**src/rtl/cmac_approx_pkg.sv**
```systemverilog
// Shared definitions for the approximate CMAC datapath: FSM encoding,
// product width and the per-step partial-product shift table.
package cmac_approx_pkg;

  localparam int PROD_W = 16;

  typedef enum logic [1:0] {
    IDLE = 2'd0,
    CALC = 2'd1,
    DONE = 2'd2
  } state_t;

  // Nibble-pair weights for steps 0..3: lo*lo, hi*lo, lo*hi, hi*hi
  function automatic logic [3:0] stepShift(input logic [1:0] step);
    case (step)
      2'd0:    return 4'd0;
      2'd1:    return 4'd4;
      2'd2:    return 4'd4;
      default: return 4'd8;
    endcase
  endfunction

endpackage

```
**src/rtl/mult4x4.sv**
```systemverilog
// Approximate 4x4 unsigned multiplier built from four 2x2 cells; the only
// inexact case is a 2x2 digit pair of (3,3), which yields 7 instead of 9.
module mult4x4 (
  input  logic [3:0] i_a,
  input  logic [3:0] i_b,
  output logic [7:0] o_p
);

  function automatic logic [2:0] mult2x2(input logic [1:0] a, input logic [1:0] b);
    if (a == 2'd3 && b == 2'd3) return 3'd7;
    return {1'b0, a} * {1'b0, b};
  endfunction

  logic [2:0] w_ll;
  logic [2:0] w_hl;
  logic [2:0] w_lh;
  logic [2:0] w_hh;

  assign w_ll = mult2x2(i_a[1:0], i_b[1:0]);
  assign w_hl = mult2x2(i_a[3:2], i_b[1:0]);
  assign w_lh = mult2x2(i_a[1:0], i_b[3:2]);
  assign w_hh = mult2x2(i_a[3:2], i_b[3:2]);

  // Worst case 7 + 28 + 28 + 112 = 175, so the exact sum fits in 8 bits
  assign o_p = 8'(w_ll) + (8'(w_hl) << 2) + (8'(w_lh) << 2) + (8'(w_hh) << 4);

endmodule

```
**src/rtl/cmac_mult8_iter.sv**
```systemverilog
// Iterative 8x8 approximate multiply-accumulate: one mult4x4 is reused over
// four CALC cycles, then the 16-bit product is folded into the accumulator.
module cmac_mult8_iter
  import cmac_approx_pkg::*;
#(
  parameter int ACC_W = 32
) (
  input  logic             nvdla_core_clk,
  input  logic             nvdla_core_rstn,
  input  logic             in_valid,
  output logic             in_ready,
  input  logic [7:0]       in_a,
  input  logic [7:0]       in_b,
  input  logic             in_acc_clr,
  output logic             out_valid,
  input  logic             out_ready,
  output logic [15:0]      out_prod,
  output logic [ACC_W-1:0] out_acc,
  output logic             busy
);

  state_t            r_state;
  state_t            w_stateNext;
  logic [1:0]        r_step;
  logic [7:0]        r_a;
  logic [7:0]        r_b;
  logic              r_accClr;
  logic [PROD_W-1:0] r_prod;
  logic [PROD_W-1:0] r_outProd;
  logic [ACC_W-1:0]  r_acc;

  logic              w_accept;
  logic [3:0]        w_nibA;
  logic [3:0]        w_nibB;
  logic [7:0]        w_pp;
  logic [PROD_W-1:0] w_ppShifted;
  logic [PROD_W-1:0] w_prodNext;

  // Step bit 0 picks the high nibble of a, bit 1 the high nibble of b
  assign w_nibA = r_step[0] ? r_a[7:4] : r_a[3:0];
  assign w_nibB = r_step[1] ? r_b[7:4] : r_b[3:0];

  mult4x4 u_mult4x4 (
    .i_a (w_nibA),
    .i_b (w_nibB),
    .o_p (w_pp)
  );

  assign w_ppShifted = PROD_W'(w_pp) << stepShift(r_step);
  assign w_prodNext  = r_prod + w_ppShifted;
  assign w_accept    = in_valid & in_ready;

  always_ff @(posedge nvdla_core_clk) begin
    if (!nvdla_core_rstn) r_state <= IDLE;
    else                  r_state <= w_stateNext;
  end

  always_comb begin
    w_stateNext = r_state;
    in_ready    = 1'b0;
    out_valid   = 1'b0;
    busy        = 1'b0;
    case (r_state)
      IDLE: begin
        in_ready = 1'b1;
        if (in_valid) w_stateNext = CALC;
      end
      CALC: begin
        busy = 1'b1;
        if (r_step == 2'd3) w_stateNext = DONE;
      end
      DONE: begin
        busy      = 1'b1;
        out_valid = 1'b1;
        if (out_ready) w_stateNext = IDLE;
      end
      default: w_stateNext = IDLE;
    endcase
  end

  // The step counter wraps 3 -> 0 on the cycle that publishes the result
  always_ff @(posedge nvdla_core_clk) begin
    if (!nvdla_core_rstn) begin
      r_step    <= '0;
      r_a       <= '0;
      r_b       <= '0;
      r_accClr  <= 1'b0;
      r_prod    <= '0;
      r_outProd <= '0;
      r_acc     <= '0;
    end else if (w_accept) begin
      r_a      <= in_a;
      r_b      <= in_b;
      r_accClr <= in_acc_clr;
      r_prod   <= '0;
      r_step   <= '0;
    end else if (r_state == CALC) begin
      r_step <= r_step + 2'd1;
      r_prod <= w_prodNext;
      if (r_step == 2'd3) begin
        r_outProd <= w_prodNext;
        r_acc     <= r_accClr ? ACC_W'(w_prodNext) : r_acc + ACC_W'(w_prodNext);
      end
    end
  end

  assign out_prod = r_outProd;
  assign out_acc  = r_acc;

endmodule

```
**config.mk**
```make
export PLATFORM = sky130hd
export DESIGN_NAME = cmac_mult8_iter
export DESIGN_NICKNAME = d
export VERILOG_FILES = /design/src/rtl/cmac_approx_pkg.sv /design/src/rtl/mult4x4.sv /design/src/rtl/cmac_mult8_iter.sv
export SDC_FILE = /design/constraint.sdc
export NUM_CORES = 1
export LEC_CHECK = 0
export BUFFER_PORTS_ARGS = -buffer_cell sky130_fd_sc_hd__buf_2
export CAP_MARGIN = 20
export CELL_PAD_IN_SITES_DETAIL_PLACEMENT = 2
export CELL_PAD_IN_SITES_GLOBAL_PLACEMENT = 2
export CORE_MARGIN = 4
export CORE_UTILIZATION = 30
export CTS_CLUSTER_DIAMETER = 150
export CTS_CLUSTER_SIZE = 40
export DETAILED_ROUTE_END_ITERATION = 8
export GPL_ROUTABILITY_DRIVEN = 0
export MAX_ROUTING_LAYER = met4
export PLACE_DENSITY_LB_ADDON = 0.1
export SYNTH_ARGS = -nofsm -noshare
export SYNTH_HDL_FRONTEND = slang
export SYNTH_SLANG_ARGS = --single-unit
```
**constraint.sdc**
```tcl
create_clock -name nvdla_core_clk -period 9.8 [get_ports nvdla_core_clk]
set_clock_uncertainty 0.05 [all_clocks]
set_input_delay 0.98 -clock nvdla_core_clk [delete_from_list [all_inputs] [get_ports nvdla_core_clk]]
set_output_delay 0.98 -clock nvdla_core_clk [all_outputs]
set_load 0.05 [all_outputs]
```
Word level (Yosys, flattened, before mapping) --
Cells that the tools add are included.
Storage, ports and cells: input port bits 21, logic and storage cells 68, output and inout bits 51, bits in registers 85
Cells by class: $mul 4, shift operators 1, $add $sub $neg 6, bitwise logic cells 3, equal/unequal tests 12, reductions and logical operators 11, multiplexer cells 23
Operators with widths (number):
- adder 32 x 16 -> 32 bit | 1
- 2-to-1 mux 32 bit | 1
- 2-to-1 mux 3 bit | 8
- adder 16 bit | 1
- << shifter 8 x 4 -> 16 bit | 1
- equality test 2 bit (second input constant) | 7
- multiplier 2 x 2 -> 3 bit | 4
- adder 8 x 5 -> 8 bit | 1
- adder 8 x 7 -> 8 bit | 1
- 2-to-1 mux 4 bit | 2
- case mux 4 bit (2 select lines) | 1
- 2-to-1 mux 1 bit | 7
- adder 3 x 5 -> 6 bit | 1
- 2-to-1 mux 2 bit | 3
- != test 2 bit (second input constant) | 3
- case mux 2 bit (3 select lines) | 1
- AND reduction 3 bit | 2
- OR reduction 2 bit | 3
- equality test 2 x 1 -> 1 bit (second input constant) | 2
- logical AND 1 bit | 4
- logical NOT 2 bit | 2
- adder 2 x 1 -> 2 bit (second input constant) | 1
- inverter 1 bit | 2
- AND 1 bit | 1

Depth between registers and ports, before layout --
Gate-level depths: netlist of the first run.
word-level depth 12, mapped depth 34, gate-level depth less buffers 32

By module --
From an unflattened synthesis of the first run, not the netlist that was laid out.
Second synthesis, totals: cell total of the unflattened synthesis 731, area, all modules 5790.6 µm²
By module, submodules not included:
- cmac_mult8_iter | seq. area each 1701.6 µm², cells an instance 678, area an instance 5382.7 µm², instances 1
- mult4x4 | seq. area each 0.0 µm², cells an instance 53, area an instance 407.9 µm², instances 1

Worst setup path after synthesis of the first run --
No wires, ideal clock.
path type register to register, start register r_step[0], end register r_acc[31], in the netlist out_acc[31], buffers on the path 2, setup slack 3034 ps, cell stages (with the launch flop) 34, arrival 6593 ps, setup time 123 ps, required time 9627 ps, clock period less this slack 6766 ps, path through dfxtp_1 clkbuf_1 mux2i_1 nor2_1 ha_1 o21a_1 ha_1 ha_1 xnor2_1 fa_1 ha_1 a21o_1 a21oi_1 xor2_1 nor2_1 a21oi_1 nor2_1 ha_1 o21ai_0 a21oi_1 a311o_1 a21o_1 a21oi_1 xor2_1 inv_1 ha_1 buf_6 nand4_1 nor2_1 and4_1 o211ai_2 a21oi_1 nand3_1 mux2_1
Between the ends: longest elaborated chain between the ends 12, elaborated cells on any way between the ends 33, classes of those cells add/sub (5); mul (4); eq/ne (5); shift (1); mux (11); reduce/logical (7)
RTL lines:
- start, declared | line cmac_mult8_iter.sv:24 | logic [1:0] r_step;
- start signal, assigned | line cmac_mult8_iter.sv:98 | r_step <= r_step + 2'd1;
- parallel branches: the longest is 8 deep, another holds adder 8 x 5 -> 8 bit
- << shifter 8 x 4 -> 16 bit (*) | line cmac_mult8_iter.sv:49 | assign w_ppShifted = PROD_W'(w_pp) << stepShift(r_step);
- adder 16 bit (*) | line cmac_mult8_iter.sv:50 | assign w_prodNext = r_prod + w_ppShifted;
- net w_prodNext[12] | line cmac_mult8_iter.sv:37 | logic [PROD_W-1:0] w_prodNext;
- adder 32 x 16 -> 32 bit (*) | line cmac_mult8_iter.sv:102 | r_acc <= r_accClr ? ACC_W'(w_prodNext) : r_acc + ACC_W'(w_prodNext);
- 2-to-1 mux 32 bit (*) | line cmac_mult8_iter.sv:102
- end signal, assigned | line cmac_mult8_iter.sv:102
- end, declared | line cmac_mult8_iter.sv:30 | logic [ACC_W-1:0] r_acc;
Mark *: on every way through the listed nets, which the timed path passes. A chain may end at the register's enable or synchronous reset.

Worst setup path in the final report of the first run --
Same ends and word-level chain as after synthesis.

==> results.cfg, run 1 <==
[clocking]
clockRootBuffer = clkbuf_16
clock-sinks = 85
post_cts_buffers = 0
tritoncts = done
cts.htree.levels = 3
path_clk_slew_ps = 70
clk_latency_ps = 340
cts_buffers = 9
cts_buffer_depth = 2
cts_resized = 0
postCtsHoldBufs = 0

[finish]
fillCellCount = 2158
area_growth_pct = 14.6
drive_gt1_frac = 0.136
final_area_mm2 = 0.00653
antennaDiodeCount = 0
fin_nets = 835
instances_no_fill = 998

[critical_path]
crit_path_top_delay_cell = fa_1
cp_max_fo = 11
cpLargestDelayFamily = adder cells
critPathMostFrequentCell = ha_1
worstSetupStartpointType = register
end_kind = register
crit_type = reg -> reg
critPathBufInv = 2
worst-endpoint-required_ps = 9980
max_stage_delay_ps = 590
critPathArrivalTime_ps = 7750

[die]
dieArea_mm2 = 0.0213
start_util = 0.304
fp.dieH_um = 146
io_pins = 72
core-area_mm2 = 0.0187
rows = 50
die_w_um = 146

[logic_synthesis]
avgSynthCellArea_um2 = 8.10
synth_ff_type = dfxtp_1
synth_cell_types = 65
ys_seq_area_frac = 0.299
ys_warn_count = 0
synth_area_mm2 = 0.00570
syn-instance-count = 703
synth_edf_count = 0
synth_seq_cells = 85
async_flop_share = 0
synth_nets = 779

[pwr]
power_leakage_nw = 2.93
ir_drop_mv = 0.145
power_density_mw_per_mm2 = 152

[drt]
ant_nets = 0
via_count = 5248
wl_per_cell_um = 18.6
drc_errors = 0
dr.pass1.iters = 4
drt_iter0_drc = 148
routed_wirelength_um = 18600
avgViaCountPerCell = 5.26

[timing]
period_share = 0.773
rsz0062_at_grt = no
drv_slew = 0
fin_crit_ps = 7580
fin_tns_setup_ps = 0
max_freq_ghz = 0.132
tightest_slew_ps = 970
fin_hold_ws_ps = 417
relSlewSlack = 0.353
setup_violations = 0
report.final.hold_viol_count = 0

[outcome]
status = completed

[placed_design]
io_buffer_count = 71
postPlaceCellArea_mm2 = 0.00625
dp_cells = 982
dpl.hpwl_um = 14600

[grt]
grt_start_max_net_pins = 59
grt_pass1_vias = 5731
gr-total-overflow = 0
grt_pass1_wl_um = 30400
antenna_found_initial = 0
grt_usage = 0.181

[run]
cap_violations = 0

[hold_path]
min_path_type = reg -> reg
## flip-flops by register name, indices dropped and copies added (netlist names)
register	count
r_step	2
out_prod	16
r_prod	16
r_a	8
r_state	2
out_acc	32
r_accClr	1
r_b	8
## path summary, 6_finish.rpt
check | from | to | slack, ps | depth (start not counted)
setup / recovery | r_step[0] | out_acc[31] | 2220 | 29
hold / removal | out_prod[4] | out_prod[4] | 420 | 2
setup reg to reg | r_step[0] | out_acc[31] | 2220 | 29
hold reg to reg | out_prod[4] | out_prod[4] | 420 | 2
## routing by layer
layer,routed length [um],GRT usage
met1,8950,0.227
met3,524,0.0258
met2,9020,0.311
met5,0,-
met4,110,0.0370
## placed cells by master (no fill, tap or decap), drive strengths merged, types with 3 or more instances in the layout
master / n
and4: 3
clkbuf: 12
a211oi: 8
nand3: 14
nor2: 70
buf: 77
nor2b: 8
a221o: 3
dfxtp: 85
a31oi: 3
o21a: 5
inv: 26
nand4: 5
o22ai: 7
and3: 9
ha: 51
nor3: 10
o211ai: 9
o21ai: 30
xor2: 19
a21boi: 33
nand2: 103
mux2i: 28
or3: 6
and2: 5
nand2b: 4
a21oi: 50
xnor2: 20
a21o: 13
o211a: 6
o31ai: 3
a221oi: 5
fa: 4
a222oi: 3
## cells in the mapped netlist (all sizes together) (3+ instances only)
| cell type | instances | area, um2 |
|---|---|---|
| nand2b | 4 | 25.0 |
| a31oi | 3 | 18.8 |
| buf | 4 | 33.8 |
| a21oi | 50 | 258 |
| o21a | 5 | 37.5 |
| ha | 51 | 638 |
| o211ai | 9 | 77.6 |
| o22ai | 7 | 43.8 |
| mux2i | 28 | 280 |
| nand3 | 14 | 70.1 |
| a222oi | 3 | 30.0 |
| nor3 | 10 | 50.1 |
| or3 | 6 | 37.5 |
| dfxtp | 85 | 1700 |
| nand2 | 103 | 387 |
| xnor2 | 20 | 175 |
| fa | 4 | 80.1 |
| o21ai | 30 | 150 |
| a21boi | 33 | 251 |
| o31ai | 3 | 22.5 |
| nor2b | 8 | 50.1 |
| a211oi | 8 | 60.1 |
| xor2 | 19 | 166 |
| a21o | 13 | 98.9 |
| nand4 | 5 | 37.5 |
| and4 | 3 | 26.3 |
| inv | 25 | 93.8 |
| clkbuf | 28 | 105 |
| a221o | 3 | 30.0 |
| nor2 | 70 | 263 |
| and3 | 9 | 57.6 |
| o211a | 6 | 60.1 |
| and2 | 5 | 32.5 |
| a221oi | 5 | 43.8 |
## where the power goes
group | internal (mW) | switching [mW]
Sequential | 0.366 | 0.0201
Combinational | 0.0933 | 0.185
Clock | 0.181 | 0.150
## worst register-to-register path, delay by kind of cell (launching register included)
family | cells | cell delay [ps]
adders and majority gates | 7 | 2560
AOI/OAI and AO/OA | 8 | 1620
and+or+nand+nor | 8 | 1370
muxes | 2 | 770
DFF | 1 | 500
xor gates and xnor gates | 2 | 450
buffers and inverters | 2 | 160
## final cells by class
type | instances | area [um2] | area share
flip-flops and latches | 85 | 1700 | 0.261
clock inverters | 4 | 32.5 | 0.00498
multi-input cells | 561 | 3760 | 0.576
clock buffers | 12 | 246 | 0.0378
repair buffers | 77 | 400 | 0.0613
well taps | 234 | 293 | 0.0448
inverters | 25 | 93.8 | 0.0144
## per-stage QoR
| step | total power [mW] | worst slack, ps | utilization |
|---|---|---|---|
| after floorplan | 0.601 | 3030 | - |
| after global placement | 0.667 | 2620 | 0.334 |
| after detailed placement | 0.680 | 2220 | 0.334 |
| after CTS | 1.02 | 2180 | 0.349 |
| after global routing | 1.06 | 1510 | 0.349 |
| final | 0.995 | 2220 | 0.349 |
## logic make-up (layout without fill, tap and decap cells)
logic type / after synthesis / count (layout) / share of synthesized area
and+or+nand+nor: 246 / 246 / 0.194
adders and majority gates: 55 / 55 / 0.126
xor gates and xnor gates: 39 / 39 / 0.0600
buffers and inverters: 57 / 118 / 0.0409
AOI/OAI and AO/OA: 192 / 192 / 0.229
DFF: 85 / 85 / 0.299
muxes: 29 / 29 / 0.0512
(Power assumes the default switching activity.)
==> run 2, diff against run 1 <==
Clock period 9.8 ns to 7.25 ns, I/O delays scaled along.
==> run 2 against run 1 <==
Non-clock buffer count is 19 higher. Die area stayed put. Critical path depth stayed put. Total power is 40% higher. Wire length is 5.3% higher. Critical path type unchanged. Critical endpoint unchanged. Highest routed layer unchanged.
==> results.cfg, run 2 (synthesized netlist as in run 1, its figures left out) <==
[outcome]
status = completed

[finish]
layout_commonest_cell = nand2_1
fillCellCount = 2122
final_area_mm2 = 0.00683
seq_area_mm2 = 0.00171
largest_reg_flops = 32
instances_no_fill = 1017
fin_nets = 854
mostFrequentLayoutCells = nand2_1 (103), dfxtp_1 (83), buf_2 (71), nor2_1 (68), ha_1 (48)
drive_gt1_frac = 0.190
area_growth_pct = 19.9
antennaDiodeCount = 0
multi_input_area_mm2 = 0.00391

[grt]
grt_pass1_wl_um = 32000
gr-total-overflow = 0
grt_pass1_vias = 5909
grt_usage = 0.191
grt_start_max_net_pins = 59
antenna_found_initial = 0

[critical_path]
crit_start = r_step[1]
end_kind = register
worstSetupStartpointType = register
crit_path_top_delay_cell = fa_1
cp_max_fo = 8
critPathMostFrequentCell = ha_1
max_stage_delay_ps = 580
reg2reg_from = r_step[1]
worst-endpoint-required_ps = 7440
crit_type = reg -> reg
critPathArrivalTime_ps = 7100

[clocking]
path_clk_slew_ps = 70
cts_buffer_depth = 2
cts.htree.levels = 3
clockRootBuffer = clkbuf_16
tritoncts = done
postCtsHoldBufs = 0
cts_buffers = 9
clk_latency_ps = 350
clock-sinks = 85

[drt]
wl_per_cell_um = 19.3
routed_wirelength_um = 19600
avgViaCountPerCell = 5.30
drt_iter0_drc = 147
dr.pass1.iters = 6
drc_errors = 0
ant_nets = 0
via_count = 5386

[timing]
report.final.hold_viol_count = 0
drv_slew = 0
setup_violations = 0
fin_crit_ps = 6910
period_share = 0.954
relSlewSlack = 0.359
max_freq_ghz = 0.145
tightest_slew_ps = 962

[die]
core-area_mm2 = 0.0187
rows = 50
die_w_um = 146
dieArea_mm2 = 0.0213
start_util = 0.304
io_pins = 72
fp.dieH_um = 146

[pwr]
finalPower_mw = 1.39
power_leakage_nw = 3.06
p_int_mw = 0.885
seq_power_share = 0.378
clockPowerShare = 0.329
ir_drop_mv = 0.226
p_sw_frac = 0.364
combPwrFrac = 0.294
switchingPower_mw = 0.507
power_density_mw_per_mm2 = 204

[hold_path]
min_path_type = reg -> reg
min-delay-start = out_prod[1]

[placed_design]
dpl.hpwl_um = 15200
postPlaceCellArea_mm2 = 0.00635
io_buffer_count = 71
dp_cells = 995

[run]
cap_violations = 0
-- run 2: worst max-delay path: cells and delay by family, from the launching register on --
family | cells | cell delay [ps]
DFF | 1 | 410
AOI/OAI and AO/OA | 8 | 1550
buffers and inverters | 2 | 180
adders and majority gates | 7 | 2330
muxes | 3 | 770
and+or+nand+nor | 6 | 910
xor gates and xnor gates | 3 | 590
-- run 2: repair_timing --
action / CTS / global route
buffers inserted: 3 / 2
setup endpoints to repair: 5 / 20
pin swaps: 0 / 3
gates resized for setup: 6 / 26
-- run 2: worst paths after layout --
kind	endpoint	depth (start not counted)	slack [ps]
worst max-delay path	out_acc[31]	29	340
worst min-delay path	out_prod[1]	2	430
worst max register to register	out_acc[31]	29	340
worst min register to register	out_prod[1]	2	430
-- run 2: metal layers --
metal / vias to the layer above / wire (um) / track usage
li1: 2642 / - / -
met1: 2648 / 9010 / 0.233
met2: 81 / 9820 / 0.331
met3: 15 / 512 / 0.0305
met4: 0 / 233 / 0.0413
met5: - / 0 / -
-- run 2: layout make-up --
type                       count  share of cell area
clock inverter                 6             0.00696
timing repair buffer          96              0.0800
inverter                      25              0.0137
tap                          234              0.0429
multi-input combinational    561               0.572
sequential                    85               0.250
clock buffer                  10              0.0350
-- run 2: stage by stage --
stage | util | hold slack [ps] | TNS, ps | setup slack (ps)
after floorplan | - | 393 | 0 | 484
after global placement | 0.339 | 397 | 0 | 253
after detailed placement | 0.339 | 414 | -254 | -154
after CTS | 0.357 | 427 | 0 | 42.1
after global routing | 0.365 | 447 | -88.9 | -50.8
final | 0.365 | 426 | 0 | 336
-- run 2: power groups by stage --
stage | clock network (mW) | registers (mW) | logic [mW]
detailed placement | 0 | 0.532 | 0.402
floorplan | 0 | 0.516 | 0.297
finish | 0.457 | 0.526 | 0.409
global route | 0.495 | 0.531 | 0.455
CTS | 0.475 | 0.523 | 0.411
global placement | 0 | 0.530 | 0.388
